==> config.mk <==
export PLATFORM = sky130hd
export DESIGN_NAME = drrip_meta_ctrl
export DESIGN_NICKNAME = d
export VERILOG_FILES = /design/src/rtl/drrip_meta_ctrl.sv
export SDC_FILE = /design/constraint.sdc
export NUM_CORES = 1
export LEC_CHECK = 0
export ABC_AREA = 1
export ABC_CLOCK_PERIOD_IN_PS = 7200
export BUFFER_PORTS_ARGS = -buffer_cell sky130_fd_sc_hd__buf_2
export CAP_MARGIN = 0
export CORE_MARGIN = 2
export CORE_UTILIZATION = 30
export CTS_CLUSTER_DIAMETER = 120
export CTS_CLUSTER_SIZE = 20
export DETAILED_ROUTE_END_ITERATION = 8
export PLACE_DENSITY = 0.46
export SETUP_SLACK_MARGIN = 0.02
export SKIP_LAST_GASP = 1
export SLEW_MARGIN = 20
export SYNTH_ARGS = -nofsm -noshare
export SYNTH_HDL_FRONTEND = slang
export SYNTH_SLANG_ARGS = --single-unit
==> constraint.sdc <==
create_clock -name clk -period 7.2 [get_ports clk]
set_clock_uncertainty 0.1 [all_clocks]
set_input_delay 0.72 -clock clk [delete_from_list [all_inputs] [get_ports clk]]
set_output_delay 0.72 -clock clk [all_outputs]
set_load 0.005 [all_outputs]
==> src/rtl/drrip_meta_ctrl.sv <==
// drrip_meta_ctrl: per-set RRPV row store with PSEL set-dueling policy select for the DRRIP replacement unit
// Optional leader-miss counters are enabled with DRRIP_PERF_CNT_EN.
module drrip_meta_ctrl #(
  parameter int ASSOCIATIVITY = 4,
  parameter int SET_SIZE      = 2,
  parameter int INDEX_WIDTH   = 5,
  parameter int DEPTH         = 32,
  parameter int M             = 2,
  parameter int PSEL_WIDTH    = 10,
  parameter int LEADER_MOD    = 8
) (
  input  logic                   clk,
  input  logic                   rst_n,
  output logic                   init_done,
  input  logic                   acc_valid,
  input  logic [INDEX_WIDTH-1:0] acc_index,
  input  logic                   acc_miss,
  output logic                   rd_valid,
  output logic [M-1:0]           rd_entry [ASSOCIATIVITY],
  output logic                   policy_sel,
  input  logic                   wb_valid,
  input  logic [INDEX_WIDTH-1:0] wb_index,
  input  logic [M-1:0]           wb_entry [ASSOCIATIVITY],
  output logic [PSEL_WIDTH-1:0]  psel
`ifdef DRRIP_PERF_CNT_EN
  ,
  output logic [31:0]            srrip_leader_miss_cnt,
  output logic [31:0]            brrip_leader_miss_cnt
`endif
);
  typedef enum logic {INIT, RUN} state_t;
  localparam logic [INDEX_WIDTH-1:0] LMASK = INDEX_WIDTH'(LEADER_MOD - 1);
  localparam logic [PSEL_WIDTH-1:0] PSEL_MID = {1'b1, {(PSEL_WIDTH-1){1'b0}}};
  state_t state, state_nxt;
  logic [INDEX_WIDTH-1:0] ptr;
  logic [M-1:0] row [ASSOCIATIVITY];
  logic acc_en, wb_en, bypass, lead_s, lead_b, train_s, train_b;
  assign init_done = state == RUN;
  assign acc_en    = acc_valid && init_done;
  assign wb_en     = wb_valid && init_done;
  assign bypass    = wb_en && wb_index == acc_index;
  assign lead_s    = (acc_index & LMASK) == '0;
  assign lead_b    = (acc_index & LMASK) == INDEX_WIDTH'(1);
  assign train_s   = acc_en && acc_miss && lead_s;
  assign train_b   = acc_en && acc_miss && lead_b;
  always_ff @(posedge clk)
    if (!rst_n) state <= INIT;
    else state <= state_nxt;
  always_comb begin
    state_nxt = state;
    state_nxt = (state == INIT && ptr == INDEX_WIDTH'(DEPTH - 1)) ? RUN : state;
  end
  always_ff @(posedge clk)
    if (!rst_n) ptr <= '0;
    else if (!init_done) ptr <= ptr + 1'b1;
  // one storage column per way; the sweep owns the write port until RUN
  for (genvar w = 0; w < (1 << SET_SIZE); w++) begin : g_way
    logic [M-1:0] mem [DEPTH];
    always_ff @(posedge clk)
      if (rst_n && !init_done) mem[ptr] <= '1;
      else if (rst_n && wb_en) mem[wb_index] <= wb_entry[w];
    assign row[w] = bypass ? wb_entry[w] : mem[acc_index];
  end
  always_ff @(posedge clk)
    if (!rst_n) psel <= PSEL_MID;
    else if (train_s && psel != '1) psel <= psel + 1'b1;
    else if (train_b && psel != '0) psel <= psel - 1'b1;
  // policy for followers uses PSEL before this access's own update
  always_ff @(posedge clk)
    if (!rst_n) begin
      rd_valid   <= 1'b0;
      policy_sel <= 1'b0;
      rd_entry   <= '{default: '0};
    end else begin
      rd_valid <= acc_en;
      if (acc_en) begin
        rd_entry   <= row;
        policy_sel <= lead_b || (!lead_s && psel[PSEL_WIDTH-1]);
      end
    end
`ifdef DRRIP_PERF_CNT_EN
  always_ff @(posedge clk)
    if (!rst_n) begin
      srrip_leader_miss_cnt <= '0;
      brrip_leader_miss_cnt <= '0;
    end else begin
      if (train_s) srrip_leader_miss_cnt <= srrip_leader_miss_cnt + 1'b1;
      if (train_b) brrip_leader_miss_cnt <= brrip_leader_miss_cnt + 1'b1;
    end
`endif
endmodule
==> results of run 1 <==
## synth_stat cells (2+ instances only)
| library cell | n |
|---|---|
| nor2_4 | 2 |
| o21ai_1 | 9 |
| nor2_1 | 179 |
| nand2_2 | 8 |
| o21ai_0 | 73 |
| nor2_2 | 4 |
| edfxtp_1 | 256 |
| buf_4 | 10 |
| nand3_2 | 3 |
| buf_2 | 22 |
| xnor2_1 | 5 |
| or2_2 | 2 |
| a31oi_1 | 2 |
| xor2_1 | 2 |
| clkbuf_1 | 17 |
| dfxtp_1 | 26 |
| nand3_4 | 2 |
| nand3_1 | 98 |
| a21oi_1 | 47 |
| ha_1 | 11 |
| nand4_1 | 29 |
| nand2_1 | 191 |
| nor3_1 | 6 |
| o211ai_1 | 18 |
| inv_2 | 5 |
| buf_6 | 6 |
| inv_1 | 56 |
| a22oi_1 | 7 |
## worst max-delay path, cell delays in order
cell	delay [ns]
buf_2	0.45
inv_4	0.23
buf_4	0.38
nor2_4	0.69
buf_4	0.48
inv_2	0.06
nor2_2	0.11
o211ai_1	0.14
nand2_2	0.28
nand3_1	0.12
nand2_1	0.07
nand3_1	0.06
## how the worst min path moves through the flow
| stage | from | endpoint | slack (ns) | depth (start not counted) |
|---|---|---|---|---|
| 2_1_floorplan | rd_entry[2] | rd_entry[2] | 0.36 | 2 |
| 3_3_place_gp | rd_entry[5] | rd_entry[5] | 0.37 | 2 |
| 3_5_place_dp | rd_entry[5] | rd_entry[5] | 0.37 | 2 |
| 4_1_cts | rd_entry[2] | rd_entry[2] | 0.38 | 2 |
| 5_1_grt | rd_entry[5] | rd_entry[5] | 0.41 | 2 |
| 6_report | rd_entry[5] | rd_entry[5] | 0.38 | 2 |
## layer usage
layer / part of all wire / global-route usage
met4: 0.018 / 0.0342
met2: 0.44 / 0.242
met1: 0.49 / 0.240
met3: 0.048 / 0.0190
met5: 0 / 0
## final cells by class
cell class / count / area, µm²
fillers: 4032 / 26600
clock buffers: 23 / 469
clock inverters: 2 / 36.3
multi-input cells: 706 / 3410
inverters: 63 / 239
repair buffers: 54 / 298
flip-flops and latches: 282 / 8210
well taps: 525 / 657
## where the power goes
| part | total [mW] | internal, mW | switching [mW] |
|---|---|---|---|
| clock network | 1.03 | 0.470 | 0.559 |
| registers | 1.77 | 1.76 | 0.00263 |
| logic | 0.175 | 0.0452 | 0.129 |
## cells by family after synthesis
group | after synthesis | share of synthesized area
flip-flops | 282 | 0.674
buffers and inverters | 120 | 0.0471
AND/OR/NAND/NOR | 528 | 0.190
adder cells (fa/ha/maj) | 12 | 0.0129
AO/OA/AOI/OAI | 159 | 0.0716
XOR/XNOR | 7 | 0.00503
## state kept, by name, indices dropped and copies added, names as in the netlist
register    cells
rd_entry        8
rd_valid        1
policy_sel      1
g_way.mem     256
init_done       1
ptr             5
psel           10
==> out/summary.txt, run 1 <==
YS warnings: 0
Setup CP Type: in -> reg
dominant synthesized flop cell: edfxtp_1
minimum clock period: 3.58 ns
async set-reset flop share out of synthesis: 0
syn avg cell area: 11.0 µm²
# IOs: 44
CP Capture Type: flip-flop
dominant cells by area after synthesis: edfxtp_1 (63%), nand2_1 (5.9%), nor2_1 (5.5%)
slew margin rel.: 0.292
Fin Hold WS: 0.385 ns
Initial Util: 0.305
Iteration-0 DRC Markers: 811
post_cts resized: 0
Least-Margin Pin Slew: 1.06 ns
Cell variety after synth: 40
fraction of final layout cells sized beyond drive strength 1: 0.0920
area leader, netlist: edfxtp_1
Via density: 4.92
Syn Inst Count: 1108
CTS Buf Count: 18
Pleak: 5.08 nW
vias in the first global route: 7566
post-CTS setup buffer count: 0
hold buffers post-CTS: 0
Overall Global Routing Usage: 0.158
die area: 0.0422 mm²
Syn-to-layout area delta: 9.27%
Arr. time, crit path: 3.87 ns
reg2reg path depth: 12
Critical Path RT: 7.49 ns
Final setup viols: 0
DIE HEIGHT: 206 µm
critical path startpoint: acc_index[0]
post-synthesis net count: 1143
r2r startpoint: init_done
fin cells: 1655
final net count: 1160
Hold Path Class: reg -> reg
Total Wirelength: 33400 µm
RSZ-0062 raised after global routing: no
FMAX: 0.279 GHz
Root Buffer: clkbuf_16
H-tree levels: 1
outcome: complete, no violations
Setup WS pre-CTS: 3.03 ns
startpoint types: primary input
DR vias: 8142
power density over the cells: 223 mW/mm²
Clock Latency Late Sink: 0.52 ns
antenna-violating nets left: 0
port bufs: 43
DP Area: 0.0128 mm²
maximum vdd ir drop: 114 µV
fin crit share: 0.497
gpl congestion: 0.780
Cells after DPL: 1630
Fin. Hold Viols: 0
Core Util, Final: 0.334
register-to-register setup slack: 3.77 ns
Synth Cell Area: 0.0122 mm²
Post-synth EDFFs: 256
CTS tree: built
most frequent cells in the layout: edfxtp_1 (256), nand2_1 (191), nor2_1 (179), nand3_1 (98), o21ai_0 (73)
most common cell after layout, fill and taps aside: edfxtp_1
Detailed Routing Iterations Pass 1: 5
GR Overflow Total: 0
initial antenna violation count: 0
die width: 206 µm
largest net degree at the start of global routing: 64
Setup crit end: psel[9]
drt drc: 0
DP HPWL: 20100 µm
first-pass GRT wire length: 50000 µm
Synth top area share: 0.631
setup ws final: 3.62 ns
Max FO, Critical Path: 47
worst-case clock buffer depth: 3
Reg clk slew, reported paths: 0.09 ns
Total Power: 2.97 mW
sum of negative setup slack: 0 ns
ant diodes: 0
core area: 0.0399 mm²
max-slew violations: 0
routed len/inst: 20.2 µm
register area share after synthesis: 0.674
floorplan row count: 73
fin area: 0.0133 mm²
r2r endpoint: psel[9]
TritonCTS Sinks: 282
number of synthesized register bits: 282
max cap viols: 0
Power figures use the tool's default switching activity.
==> run 2: changes to the inputs <==
- ABC_AREA: 1 -> 0
- ABC_CLOCK_PERIOD_IN_PS: 7200 -> 3270
- PLACE_DENSITY: 0.46 -> 0.47
- clock period: 7.2 -> 3.27 ns (I/O delays scaled with it)
==> out/summary.txt, run 2 <==
Hold Startpoint: rst_n
critical path startpoint: init_done
DR vias: 6682
post-CTS setup buffer count: 0
Multi-input gate area: 0.00348 mm²
# IOs: 44
routed len/inst: 21.8 µm
vias in the first global route: 6640
Root Buffer: clkbuf_16
most common cell after layout, fill and taps aside: edfxtp_1
antenna-violating nets left: 0
dominant cells by area after synthesis: edfxtp_1 (65%), mux2i_1 (8.4%), mux4_2 (4.5%)
core area: 0.0389 mm²
die width: 203 µm
fraction of final layout cells sized beyond drive strength 1: 0.206
die area: 0.0412 mm²
number of synthesized register bits: 282
Top reg by flops: g_way.mem
reg2reg path depth: 10
CP Capture Type: flip-flop
Via density: 4.86
Cell variety after synth: 55
Post-synth top cells: edfxtp_1 (256), mux2i_1 (100), nor2_1 (59), a22oi_1 (30), nand2_1 (29)
Setup CP Type: reg -> reg
Clock Latency Late Sink: 0.52 ns
post_cts resized: 0
Syn-to-layout area delta: 15.2%
sum of negative setup slack: 0 ns
outcome: complete, no violations
Arr. time, crit path: 3.39 ns
most frequent cells in the layout: edfxtp_1 (256), mux2i_1 (100), buf_4 (64), nor2_1 (59), buf_2 (42)
max cap viols: 0
TritonCTS Sinks: 282
Max FO, Critical Path: 8
Seq. cell area: 0.00821 mm²
hold buffers post-CTS: 0
slew margin rel.: 0.473
Syn Inst Count: 748
Reg clk slew, reported paths: 0.09 ns
drt drc: 0
Synth Cell Area: 0.0119 mm²
DIE HEIGHT: 203 µm
fin crit share: 0.938
biggest regs: g_way.mem (256), psel (10), rd_entry (8)
Total Power: 6.52 mW
dominant synthesized flop cell: edfxtp_1
DP HPWL: 19700 µm
Pleak: 5.11 nW
first-pass GRT wire length: 44400 µm
Fin. Hold Viols: 0
maximum vdd ir drop: 225 µV
setup ws final: 0.201 ns
async set-reset flop share out of synthesis: 0
r2r endpoint: psel[9]
Synth top area share: 0.647
startpoint types: flip-flop
Total Wirelength: 30000 µm
Post-synth EDFFs: 256
Setup WS pre-CTS: 0.0501 ns
FMAX: 0.326 GHz
CTS Buf Count: 18
H-tree levels: 1
power density over the cells: 476 mW/mm²
RSZ-0062 raised after global routing: no
max-slew violations: 0
area leader, netlist: edfxtp_1
Least-Margin Pin Slew: 0.790 ns
Setup crit end: psel[9]
Overall Global Routing Usage: 0.146
gpl congestion: 0.771
most common cell in the synthesized netlist: edfxtp_1
DP Area: 0.0132 mm²
floorplan row count: 72
Largest register FFs: 256
CTS tree: built
Critical Path RT: 3.59 ns
Detailed Routing Iterations Pass 1: 5
Initial Util: 0.305
Final setup viols: 0
Fill cells: 3772
Iteration-0 DRC Markers: 483
GR Overflow Total: 0
Hold Path Class: in -> reg
fin area: 0.0137 mm²
post-synthesis net count: 783
syn avg cell area: 15.9 µm²
minimum clock period: 3.07 ns
largest net degree at the start of global routing: 44
final net count: 879
Core Util, Final: 0.352
register area share after synthesis: 0.690
YS warnings: 0
r2r startpoint: init_done
initial antenna violation count: 1
register-to-register setup slack: 0.20 ns
worst-case clock buffer depth: 3
port bufs: 43
==> run 2: cell types whose count changed after synthesis, sizes merged, moves of 24 or more <==
cell,change
inv,-58
nand2,-171
a21oi,-34
mux2i,+102
nand3,-76
mux4,+24
o21ai,-74
nor2,-127
==> run 2: logic make-up (layout without fill, tap and decap cells) <==
logic type,count (synthesis),in the layout,synth area share
xor+xnor,17,17,0.0125
simple gates,172,172,0.0712
compound gates,92,92,0.0551
buf+inv,41,149,0.0183
mux,132,132,0.139
fa+ha+maj,12,12,0.0133
other cells,0,1,0
flops,282,282,0.690
==> run 2: layout make-up <==
cell class	instances	share of cell area
Sequential cell	282	0.599
Multi-Input combinational cell	425	0.254
Timing Repair Buffer	112	0.0586
Tap cell	518	0.0473
Clock buffer	30	0.0362
Clock inverter	2	0.00265
Inverter	5	0.00137
Antenna cell	1	0.000183
==> run 2: worst max-delay path: stages (launching register included) <==
cell	delay, ns
dfxtp_1	0.33
and2_1	0.14
nand3_1	0.09
or3_4	0.47
ha_1	0.31
a211o_1	0.31
a211o_1	0.27
a31o_2	0.23
a21oi_1	0.17
mux2i_1	0.21
mux2_2	0.34
==> run 2: how the worst min path moves through the flow <==
stage	end	slack, ns	cells after the start
global route	rd_entry[2]	0.15	3
finish	rd_entry[5]	0.15	3
detailed placement	rd_entry[5]	0.38	2
floorplan	rd_entry[2]	0.37	2
CTS	rd_entry[5]	0.13	3
global placement	rd_entry[5]	0.38	2
==> run 2: routing by layer <==
layer	up-vias	share of wire	track usage
met3	30	0.042	0.0212
met5	-	0.00053	0
met2	141	0.44	0.226
met1	3395	0.50	0.218
li1	3114	-	-
met4	2	0.014	0.0258
==> run 2: per-stage QoR <==
| stage | instances | hold slack [ns] |
|---|---|---|
| after global placement | 1342 | 0.378 |
| after global routing | 1374 | 0.148 |
| after detailed placement | 1342 | 0.382 |
| final | 1375 | 0.146 |
| after floorplan | 748 | 0.366 |
| after CTS | 1374 | 0.128 |
==> run 2: power breakdown <==
group	leakage, nW	internal (mW)	switching (mW)	total, mW
clock network	0.253	1.07	1.23	2.30
registers	2.84	3.88	0.00771	3.89
logic	2.02	0.129	0.207	0.337
total	5.11	5.08	1.45	6.52
==> run 3: changes to the inputs <==
--- a/constraint.sdc
+++ b/constraint.sdc
@@ -4,2 +4,2 @@
 set_output_delay 0.327 -clock clk [all_outputs]
-set_load 0.005 [all_outputs]
+set_load 0.05 [all_outputs]
==> out/summary.txt, run 3 (same netlist as run 2, synthesis figures left out) <==
setup ws final: 0.171 ns
Iteration-0 DRC Markers: 538
Critical-path top delay cell: or3_4
startpoint types: flip-flop
outcome: complete, no violations
core area: 0.0389 mm²
Largest register FFs: 256
Fin. Hold Viols: 0
critical path's largest stage delay: 0.45 ns
Pleak: 5.15 nW
port bufs: 43
gpl congestion: 0.786
Arr. time, crit path: 3.40 ns
Least-Margin Pin Slew: 0.828 ns
Total Wirelength: 30300 µm
initial antenna violation count: 1
die area: 0.0412 mm²
WP buf/inv: 0
post_cts resized: 0
power density over the cells: 475 mW/mm²
Detailed Routing Iterations Pass 1: 5
fraction of final layout cells sized beyond drive strength 1: 0.211
final net count: 884
RSZ-0062 raised after global routing: no
most frequent cells in the layout: edfxtp_1 (256), mux2i_1 (100), buf_4 (67), nor2_1 (59), buf_2 (42)
CP delay by family, top: compound AO/OA/AOI/OAI gates
CTS Buf Count: 18
DP Area: 0.0132 mm²
Fill cells: 3793
Initial Util: 0.305
fin area: 0.0138 mm²
Via density: 4.95
ant diodes: 0
max-slew violations: 0
sum of negative setup slack: 0 ns
Setup WS pre-CTS: 0.0174 ns
Overall Global Routing Usage: 0.148
Root Buffer: clkbuf_16
TritonCTS Sinks: 282
cell repeated most along the worst path: a211o_1
Critical Path RT: 3.57 ns
hold buffers post-CTS: 0
die width: 203 µm
Final setup viols: 0
Hold Path Class: in -> reg
antenna-violating nets left: 0
# IOs: 44
crit-path cells: and2_1, nand3_1, or3_4, ha_1, a211o_1, a211o_1, a31o_2, a21oi_1, mux2i_1, mux2_2
slew margin rel.: 0.448
first-pass GRT wire length: 45100 µm
GR Overflow Total: 0
Clock Latency Late Sink: 0.52 ns
Top reg by flops: g_way.mem
CP Capture Type: flip-flop
floorplan row count: 72
minimum clock period: 3.10 ns
FMAX: 0.323 GHz
Max FO, Critical Path: 7
maximum vdd ir drop: 308 µV
largest net degree at the start of global routing: 34
CTS tree: built
DP HPWL: 20000 µm
biggest regs: g_way.mem (256), psel (10), rd_entry (8)
drt drc: 0
post-CTS setup buffer count: 0
Reg clk slew, reported paths: 0.09 ns
most common cell after layout, fill and taps aside: edfxtp_1
vias in the first global route: 6824
fin crit share: 0.948
DIE HEIGHT: 203 µm
max cap viols: 0
worst-case clock buffer depth: 3
routed len/inst: 22.0 µm
Syn-to-layout area delta: 15.7%
H-tree levels: 1
Setup CP Type: reg -> reg
DR vias: 6825
run 3: cell types whose count changed in the layout (fill, tap and decap cells not counted), sizes merged:
cell	previous run	this run
diode	1	0
buf	112	117
run 3: worst paths after layout:
kind	startpoint	end	slack (ns)	depth (start not counted)
setup reg to reg	init_done	psel[9]	0.17	10
hold / removal	wb_entry[0]	g_way[3].mem[16][0]	0.02	2
setup / recovery	init_done	psel[9]	0.17	10
hold reg to reg	rd_entry[5]	rd_entry[5]	0.38	2
run 3: worst register-to-register path: stages (launching register included):
cell,delay (ns)
dfxtp_4,0.35
and2_1,0.14
nand3_1,0.09
or3_4,0.46
ha_1,0.32
a211o_1,0.31
a211o_1,0.26
a31o_2,0.23
a21oi_1,0.17
mux2i_1,0.21
mux2_2,0.34
run 3: power breakdown:
part	switching, mW	internal [mW]
registers	0.00760	3.88
logic	0.217	0.136
clock network	1.23	1.07
run 3: final cells by class:
class | instances | area (µm²) | share of cell area
Sequential cell | 282 | 8210 | 0.597
Multi-Input combinational cell | 425 | 3480 | 0.253
Timing Repair Buffer | 117 | 865 | 0.0629
Tap cell | 518 | 648 | 0.0471
Clock buffer | 30 | 495 | 0.0360
Clock inverter | 2 | 36.3 | 0.00264
Inverter | 5 | 18.8 | 0.00136
run 3: metal layers:
| layer | vias up | part of all wire | GRT usage |
|---|---|---|---|
| li1 | 3123 | - | - |
| met1 | 3516 | 0.49 | 0.221 |
| met2 | 158 | 0.44 | 0.225 |
| met3 | 26 | 0.050 | 0.0239 |
| met4 | 2 | 0.018 | 0.0331 |
| met5 | - | 0.00053 | 0 |
run 3: stage by stage:
stage / std cells / utilization / total power, mW / hold WS, ns
after floorplan: 748 / - / 4.18 / 0.412
after global placement: 1347 / 0.340 / 4.32 / 0.376
after detailed placement: 1347 / 0.340 / 4.32 / 0.373
after CTS: 1379 / 0.353 / 6.61 / 0.0127
after global routing: 1379 / 0.353 / 6.76 / 0.0231
final: 1379 / 0.353 / 6.53 / 0.0242
